**src/rtl/result_piso.sv**
```systemverilog
// result_piso: PE-array result unloader, parallel load to one lane per cycle over valid/ready,
// with a one-deep shadow register; RESULT_PISO_LAST_EN adds the s_out_last output.
`ifndef PE_NUM
`define PE_NUM 4
`endif
`ifndef DATA_WIDTH
`define DATA_WIDTH 16
`endif
module result_piso #(
    parameter int PE_NUM     = `PE_NUM,
    parameter int DATA_WIDTH = `DATA_WIDTH
) (
    input  logic                           clk,
    input  logic                           rst,
    input  logic                           load,
    input  logic [PE_NUM*2*DATA_WIDTH-1:0] p_in,
    input  logic                           s_out_ready,
    output logic                           s_out_v,
    output logic [2*DATA_WIDTH-1:0]        s_out,
    output logic                           busy,
    output logic                           overflow
`ifdef RESULT_PISO_LAST_EN
    ,
    output logic                           s_out_last
`endif
);
    localparam int W = 2*DATA_WIDTH;
    localparam int IW = PE_NUM > 1 ? $clog2(PE_NUM) : 1;
    localparam logic [IW-1:0] LAST = IW'(PE_NUM-1);
    typedef enum logic {IDLE, SHIFT} state_t;
    state_t state_q, state_d;
    logic [PE_NUM*W-1:0] sreg_q, sreg_d, shd_q, shd_d;
    logic [IW-1:0] idx_q, idx_d;
    logic shd_full_q, shd_full_d, ovf_d, hs, last_hs;
    logic v_q, busy_q, ovf_q;
    logic [W-1:0] s_out_q, lane_d;
    always_comb begin
        hs = (state_q == SHIFT) && s_out_ready;
        last_hs = hs && (idx_q == LAST);
        state_d = state_q;
        sreg_d = sreg_q;
        shd_d = shd_q;
        idx_d = idx_q;
        shd_full_d = shd_full_q;
        ovf_d = 1'b0;
        if (state_q == IDLE) begin
            if (load) begin
                sreg_d = p_in;
                idx_d = '0;
                state_d = SHIFT;
            end
        end else begin
            if (hs && !last_hs) idx_d = idx_q + 1'b1;
            if (last_hs) begin
                if (shd_full_q) begin
                    sreg_d = shd_q;
                    idx_d = '0;
                    shd_full_d = 1'b0;
                end else if (load) begin
                    sreg_d = p_in;
                    idx_d = '0;
                end else begin
                    state_d = IDLE;
                end
            end
            // A load taken straight into sreg on an empty last lane bypasses the shadow
            if (load && !(last_hs && !shd_full_q)) begin
                if (!shd_full_q || last_hs) begin
                    shd_d = p_in;
                    shd_full_d = 1'b1;
                end else begin
                    ovf_d = 1'b1;
                end
            end
        end
        lane_d = sreg_d[idx_d*W +: W];
    end
    always_ff @(posedge clk or negedge rst) begin
        if (!rst) begin
            state_q <= IDLE;
            sreg_q <= '0;
            shd_q <= '0;
            idx_q <= '0;
            shd_full_q <= 1'b0;
            v_q <= 1'b0;
            s_out_q <= '0;
            busy_q <= 1'b0;
            ovf_q <= 1'b0;
        end else begin
            state_q <= state_d;
            sreg_q <= sreg_d;
            shd_q <= shd_d;
            idx_q <= idx_d;
            shd_full_q <= shd_full_d;
            v_q <= state_d == SHIFT;
            s_out_q <= state_d == SHIFT ? lane_d : '0;
            busy_q <= (state_d == SHIFT) || shd_full_d;
            ovf_q <= ovf_d;
        end
    end
    assign s_out_v = v_q;
    assign s_out = s_out_q;
    assign busy = busy_q;
    assign overflow = ovf_q;
`ifdef RESULT_PISO_LAST_EN
    logic last_q;
    always_ff @(posedge clk or negedge rst) begin
        if (!rst) last_q <= 1'b0;
        else last_q <= (state_d == SHIFT) && (idx_d == LAST);
    end
    assign s_out_last = last_q;
`endif
endmodule

```
**config.mk**
```make
export PLATFORM = sky130hd
export DESIGN_NAME = result_piso
export DESIGN_NICKNAME = d
export VERILOG_FILES = /design/src/rtl/result_piso.sv
export SDC_FILE = /design/constraint.sdc
export NUM_CORES = 1
export LEC_CHECK = 0
export CAP_MARGIN = 20
export CORE_MARGIN = 10
export CORE_UTILIZATION = 51
export DETAILED_ROUTE_END_ITERATION = 6
export MAX_ROUTING_LAYER = met4
export PLACE_DENSITY = 0.87
export SYNTH_ARGS = -nofsm -noshare
export SYNTH_HDL_FRONTEND = slang
export SYNTH_SLANG_ARGS = --single-unit
```
**constraint.sdc**
```tcl
create_clock -name clk -period 2.1 [get_ports clk]
set_input_delay 0.42 -clock clk [delete_from_list [all_inputs] [get_ports clk]]
set_output_delay 0.42 -clock clk [all_outputs]
set_load 0.02 [all_outputs]
```
==> results by group, run 1 <==
Floorplanning
  • Die width: around 180 um
  • Die footprint: between 30,000 and 40,000 sq um
  • Initial core utilization: 51.6%
  • Cell Rows: 60
  • Die H: 185 um
  • Core Footprint: roughly 27,000 sq um
  • IO Pins: 167

Job
  • Max Cap Viol: 0

Place
  • Port bufs: about 170
  • GP Congestion: 0.856
  • Area after DPL: between 15,000 and 20,000 sq um
  • Place WS: -530 ps
  • DP Wirelength: roughly 28 mm

Timing
  • Setup violators final: 100
  • Rel. slew slack: between 60% and 70%
  • Tmin final: ~2300 ps
  • Worst-Margin Slew: roughly 500 ps
  • Fin. max-slew vios: 0
  • Worst Skew: 32.7 ps
  • Final hold slack: about 380 ps
  • Final hold violations: 0
  • Unrepaired setup endpoints after global routing: true
  • Final Worst Setup Slack: -183 ps
  • Sum Neg Setup Slack: -4510 ps
  • Tcrit/Tclk final: 109%
  • FMAX: 438 MHz

CTS
  • # H-tree levels: 1
  • Worst-Skew Late Latency: between 500 and 600 ps
  • Root Driver: clkbuf_16
  • Deepest clock path buffer count: 3
  • CTS buffer count: 29
  • CTS Sinks: ~290
  • TritonCTS clock tree: yes
  • Worst-path clk slew: approximately 70 ps

Synthesis
  • Cell Area, Synth: 13,900 sq um
  • Post-synth ARST share: 100%
  • Syn Nets: approximately 1,200
  • Netlist cell types: 39
  • EDFF count, synth: 0
  • Post-synthesis instance total: 1,089
  • Synth warnings: 0
  • Sequential-to-total area share from yosys stat: 53.0%
  • Avg Inst Size Synth: ~13 sq um
  • Synth Flop Type: dfrtp_1
  • Yosys reg bits: ~290

Layout
  • Finished Cell Area: 18,300 sq um
  • Layout Utilization: 68.0%
  • Layout area overhead: 31.8%
  • Final nets: roughly 1,400
  • Proportion of layout cells with a drive suffix above 1: a little under a third

Setup path
  • Worst EP required: between 2000 and 3000 ps
  • CP arrival: 2720 ps
  • CP Capture Type: flop
  • Setup crit start kind: flop
  • Critical-path maximum fanout: 13
  • Worst Reg-to-Reg Cells: 7
  • Kind of critical path: flop to flop

Pwr
  • Worst vdd ir: 0.732 mV
  • P_leak: 7.86 nW
  • PwrDens: 1550 nW/um^2
  • Switching Share: 36.0%
  • Pint: 18.1 mW
  • Net Switching: approximately 10 mW
  • Logic gate share of total power: a little over two fifths
  • Sequential power share: 37.0%
  • Clock power share: around a fifth

Outcome
  • Failing checks: setup timing
  • Status: finished with violations

Detailed routing
  • Post-route ant nets: 0
  • Routed WL: a little under 50 mm
  • 1st-iter DRT viols: between 1,500 and 2,000
  • Via count: roughly 12,000
  • TritonRoute pass-1 iters: 6
  • WL/cell: 29.4 um
  • DR vias/cell: 6.99
  • DRC: 0

Global routing
  • Initial antenna violation count: 4
  • Grt ovf: 0
  • Vias in the first global route: 11,700
  • Largest net degree at the start of global routing: between 60 and 70
  • GRT Overall Usage: 26.7%
  • First-pass GRT wire length: 69.5 mm

Worst hold path
  • Hold Path Class: primary input to asynchronous set/reset pin
-- cell usage after synthesis, types with 6 or more instances --
master | n | area share [%]
buf_6 | 6 | 0.49
clkbuf_1 | 19 | 0.51
buf_4 | 30 | 1.6
o22ai_1 | 102 | 4.6
a22oi_1 | 97 | 5.2
mux2i_1 | 135 | 9.7
a221o_1 | 27 | 1.9
dfrtp_1 | 294 | 53
buf_2 | 41 | 1.5
a22o_1 | 27 | 1.7
nand2_1 | 49 | 1.3
a31oi_1 | 20 | 0.90
nor2_1 | 22 | 0.60
mux2_2 | 180 | 15
-- area by class of cell --
class	instances	area, sq um
fillers	1658	8590
diodes	5	12.5
repair buffers	279	3140
clock buffers	44	882
clock inverters	7	114
flip-flops and latches	294	7360
multi-input cells	694	6330
inverters	4	15.0
well taps	341	427
-- cell families after synthesis --
group	Yosys count	synth area share, %
buf+inv	103	4.29
flops	294	53.0
compound gates	287	15.3
fa+ha+maj	1	0.0901
simple gates	89	3.01
mux	315	24.3
-- flip-flops by register name, summed over array words and instances (netlist names) --
name	count
busy	1
idx_q	2
overflow	1
s_out	32
s_out_v	1
shd_full_q	1
shd_q	128
sreg_q	128
-- routing by layer --
| metal | GRT usage, % | wire length, um | vias to the layer above |
|---|---|---|---|
| met3 | 6.05 | 5190 | 247 |
| met2 | 41.5 | 22900 | 941 |
| li1 | - | - | 4602 |
| met4 | 11.6 | 2900 | 0 |
| met1 | 33.0 | 18000 | 5875 |
| met5 | - | 0 | - |
-- timing repair --
item	CTS	global route
hold buffers	1	0
setup endpoints to repair	148	147
endpoints found under the hold margin	39	0
setup buffers	6	1
gates resized for setup	38	49
pin swaps	10	11
gates cloned	7	6
-- power groups by stage --
stage | Combinational (mW) | Clock (mW) | Sequential [mW]
2_1_floorplan | 6.70 | 0 | 10.0
3_3_place_gp | 9.87 | 0 | 9.94
3_5_place_dp | 10.3 | 0 | 10.1
4_1_cts | 11.3 | 5.45 | 10.1
5_1_grt | 12.9 | 5.73 | 10.6
6_report | 12.4 | 5.48 | 10.5
-- placed cells by master, fill, tap and decap left out, types with 5 or more instances in the layout --
master	instances
dfrtp_1	291
mux2_2	175
clkdlybuf4s50_1	162
mux2i_1	132
o22ai_1	90
a22oi_1	83
buf_4	62
nand2_1	47
clkbuf_16	35
a221o_1	27
buf_12	26
nor2_1	21
a31oi_1	20
a22o_1	15
a22oi_2	14
o22ai_2	12
a22o_4	12
clkbuf_8	10
buf_6	10
buf_16	6
diode_2	5
nor2_4	5
mux2_4	5
clkbuf_1	5
-- worst max-delay path, cell delays in order (launching register included) --
cell and delay (ps):
dfrtp_4 550, buf_12 190, nor2b_4 150, buf_12 160
mux2i_1 300, mux2i_1 240, a22o_4 320, a221o_1 250
-- stage by stage --
| stage | instances | power (mW) |
|---|---|---|
| 4_1_cts | 1657 | 26.9 |
| 6_report | 1668 | 28.3 |
| 3_5_place_dp | 1592 | 20.5 |
| 2_1_floorplan | 1089 | 16.7 |
| 3_3_place_gp | 1592 | 19.8 |
| 5_1_grt | 1668 | 29.2 |
-- path summary, 6_finish.rpt --
| kind | start | to | slack (ps) |
|---|---|---|---|
| max in group asynchronous | rst | shd_q[19] | 1040 |
| hold reg to reg | shd_q[49] | shd_q[49] | 510 |
| setup / recovery | s_out_v | s_out[16] | -180 |
| setup reg to reg | s_out_v | s_out[16] | -180 |
| hold / removal | rst | shd_q[106] | 380 |
| min in group clk | load | s_out_v | 430 |
Note: power is estimated with default switching activity, not from simulation.
==> inputs of run 2 (changes only) <==
- CTS_CLUSTER_DIAMETER: default -> 50
- SETUP_SLACK_MARGIN: default -> 0.1
==> run 2 against run 1 <==
Against the previous run:
- the flow finishes with violations (DRC, setup timing)
- combinational power is 31% higher
- first-iteration DRC count is 39% higher
- critical path depth stayed put
- sequential power is 8% higher
- routed wire length is 34% higher
- clock-buffer cell count is 1 lower
- non-clock buffer count is 76 higher
- maximum frequency is 12% lower
- total power is 19% higher
- final cell count is 5.0% higher
- sequential share of layout area is 4.5 points lower
- clock power is 10% higher
- critical endpoint unchanged
- largest cell class is now multi-input combinational cells
==> results by group, run 2 (same netlist as run 1, synthesis figures left out) <==
Outcome
  • Status: finished with violations
  • Failing checks: DRC, setup timing

Layout
  • Finished Cell Area: 20,600 sq um
  • Final nets: between 1,500 and 2,000
  • Commonest non-fill, non-tap cells in the layout: 291 x dfrtp_1, 140 x clkdlybuf4s50_1, 130 x mux2i_1
  • Proportion of layout cells with a drive suffix above 1: between 40% and 50%
  • Most common cell after layout, fill and taps aside: dfrtp_1
  • Finished Layout Cells: approximately 1,800
  • Layout Utilization: 76.7%
  • Layout area overhead: 48.5%

CTS
  • # H-tree levels: 1
  • Deepest clock path buffer count: 3
  • Root Driver: clkbuf_16
  • CTS buffer count: 30
  • Worst-Skew Late Latency: 630 ps
  • CTS Sinks: between 200 and 300
  • Worst-path clk slew: around 70 ps
  • TritonCTS clock tree: yes

Global routing
  • Vias in the first global route: 12,200
  • Grt ovf: 0
  • GRT Overall Usage: ~29%
  • Largest net degree at the start of global routing: 62
  • First-pass GRT wire length: around 75 mm
  • Initial antenna violation count: 8

Setup path
  • Critical-path maximum fanout: 7
  • CP Capture Type: flop
  • CP arrival: slightly above 3000 ps
  • Worst EP required: between 2000 and 3000 ps
  • RR Endpoint: s_out[16]
  • Reg2Reg Launch Point: s_out_v
  • Worst Reg-to-Reg Cells: 7
  • Kind of critical path: flop to flop
  • Register-to-register setup slack: -500 ps
  • Setup crit start kind: flop

Floorplanning
  • Initial core utilization: ~52%
  • Die H: between 150 and 200 um
  • Die width: 185 um
  • Die footprint: roughly 34,000 sq um
  • Cell Rows: 60
  • IO Pins: between 150 and 200
  • Core Footprint: 26,900 sq um

Detailed routing
  • DRC: 2
  • DR vias/cell: between 7 and 8
  • Routed WL: about 66 mm
  • TritonRoute pass-1 iters: 7
  • Post-route ant nets: 0
  • WL/cell: about 38 um
  • 1st-iter DRT viols: about 2,300
  • Via count: around 13,000

Place
  • DP Wirelength: just under 30 mm
  • Placed insts: 1,621
  • GP Congestion: roughly 0.9
  • Area after DPL: 16,700 sq um
  • Port bufs: between 150 and 200

Pwr
  • Worst vdd ir: 0.856 mV
  • Tot Pwr: around 34 mW
  • P_leak: about 9 nW
  • PwrDens: around 1600 nW/um^2

Timing
  • Tmin final: about 2600 ps
  • FMAX: between 300 and 400 MHz
  • Setup violators final: 83
  • Rel. slew slack: a little under a third
  • Unrepaired setup endpoints after global routing: true
  • Sum Neg Setup Slack: -6500 ps
  • Worst-Margin Slew: between 1000 and 1500 ps
  • Tcrit/Tclk final: 124%
  • Final Worst Setup Slack: -496 ps
  • Final hold violations: 0
  • Fin. max-slew vios: 0
  • Worst Skew: about 40 ps

Job
  • Max Cap Viol: 0

Worst hold path
  • Hold Path Class: primary input to asynchronous set/reset pin
-- run 2: cell count changes in the layout (fill, tap and decap cells not counted), sizes merged, moves of 2 or more --
| cell | previous run | this run |
|---|---|---|
| clkdlybuf4s50 | 162 | 140 |
| dlygate4sd2 | 1 | 15 |
| clkinvlp | 0 | 2 |
| diode | 5 | 9 |
| clkbuf | 50 | 62 |
| buf | 107 | 172 |
| dlymetal6s2s | 1 | 8 |
-- run 2: critical path: stages (launching register included) --
cell and delay [ps]:
dfrtp_4 540, buf_4 180, nor2b_4 180, buf_6 190
mux2i_1 530, mux2i_2 270, a22o_1 280, a221o_1 310
-- run 2: worst max path at each step --
stage	start	depth (start not counted)	endpoint
floorplan	idx_q[0]	9	s_out[10]
global placement	s_out_ready	6	s_out[11]
detailed placement	s_out_ready	9	s_out[22]
CTS	idx_q[0]	8	s_out[1]
global route	s_out_v	7	s_out[16]
finish	s_out_v	7	s_out[16]
-- run 2: what timing repair did --
| item | CTS | global route |
|---|---|---|
| endpoints found under the setup margin | 174 | 174 |
| resized for setup | 104 | 298 |
| hold endpoints to repair | 33 | 0 |
| hold buffers | 1 | 0 |
| pin swaps | 12 | 83 |
| setup buffers | 15 | 22 |
| cloned | 8 | 21 |
-- run 2: per-stage QoR --
step | hold slack (ps) | setup slack, ps
5_1_grt | 310 | -499
2_1_floorplan | 124 | 42.6
3_3_place_gp | 334 | -610
3_5_place_dp | 330 | -495
4_1_cts | 244 | 8.20
6_report | 292 | -496
-- run 2: area by class of cell --
cell class                 instances  area [sq um]
multi-input combinational        693          7520
sequential                       294          7360
fill                            1268          6270
timing repair buffer             355          4210
clock buffer                      43           870
tap                              341           427
clock inverter                    12           188
antenna                            9          22.5
inverter                           4          15.0
-- run 2: metal layers --
metal	vias to the layer above	GRT usage, %	wire, um
li1	4769	-	-
met1	6555	36.6	22200
met2	1513	43.5	27900
met3	523	7.70	9690
met4	0	14.9	5950
met5	-	-	0
-- run 2: where the power goes --
group | switching (mW) | internal, mW
registers | 2.77 | 8.58
logic | 7.88 | 8.42
clock network | 2.65 | 3.39
total | 13.3 | 20.4
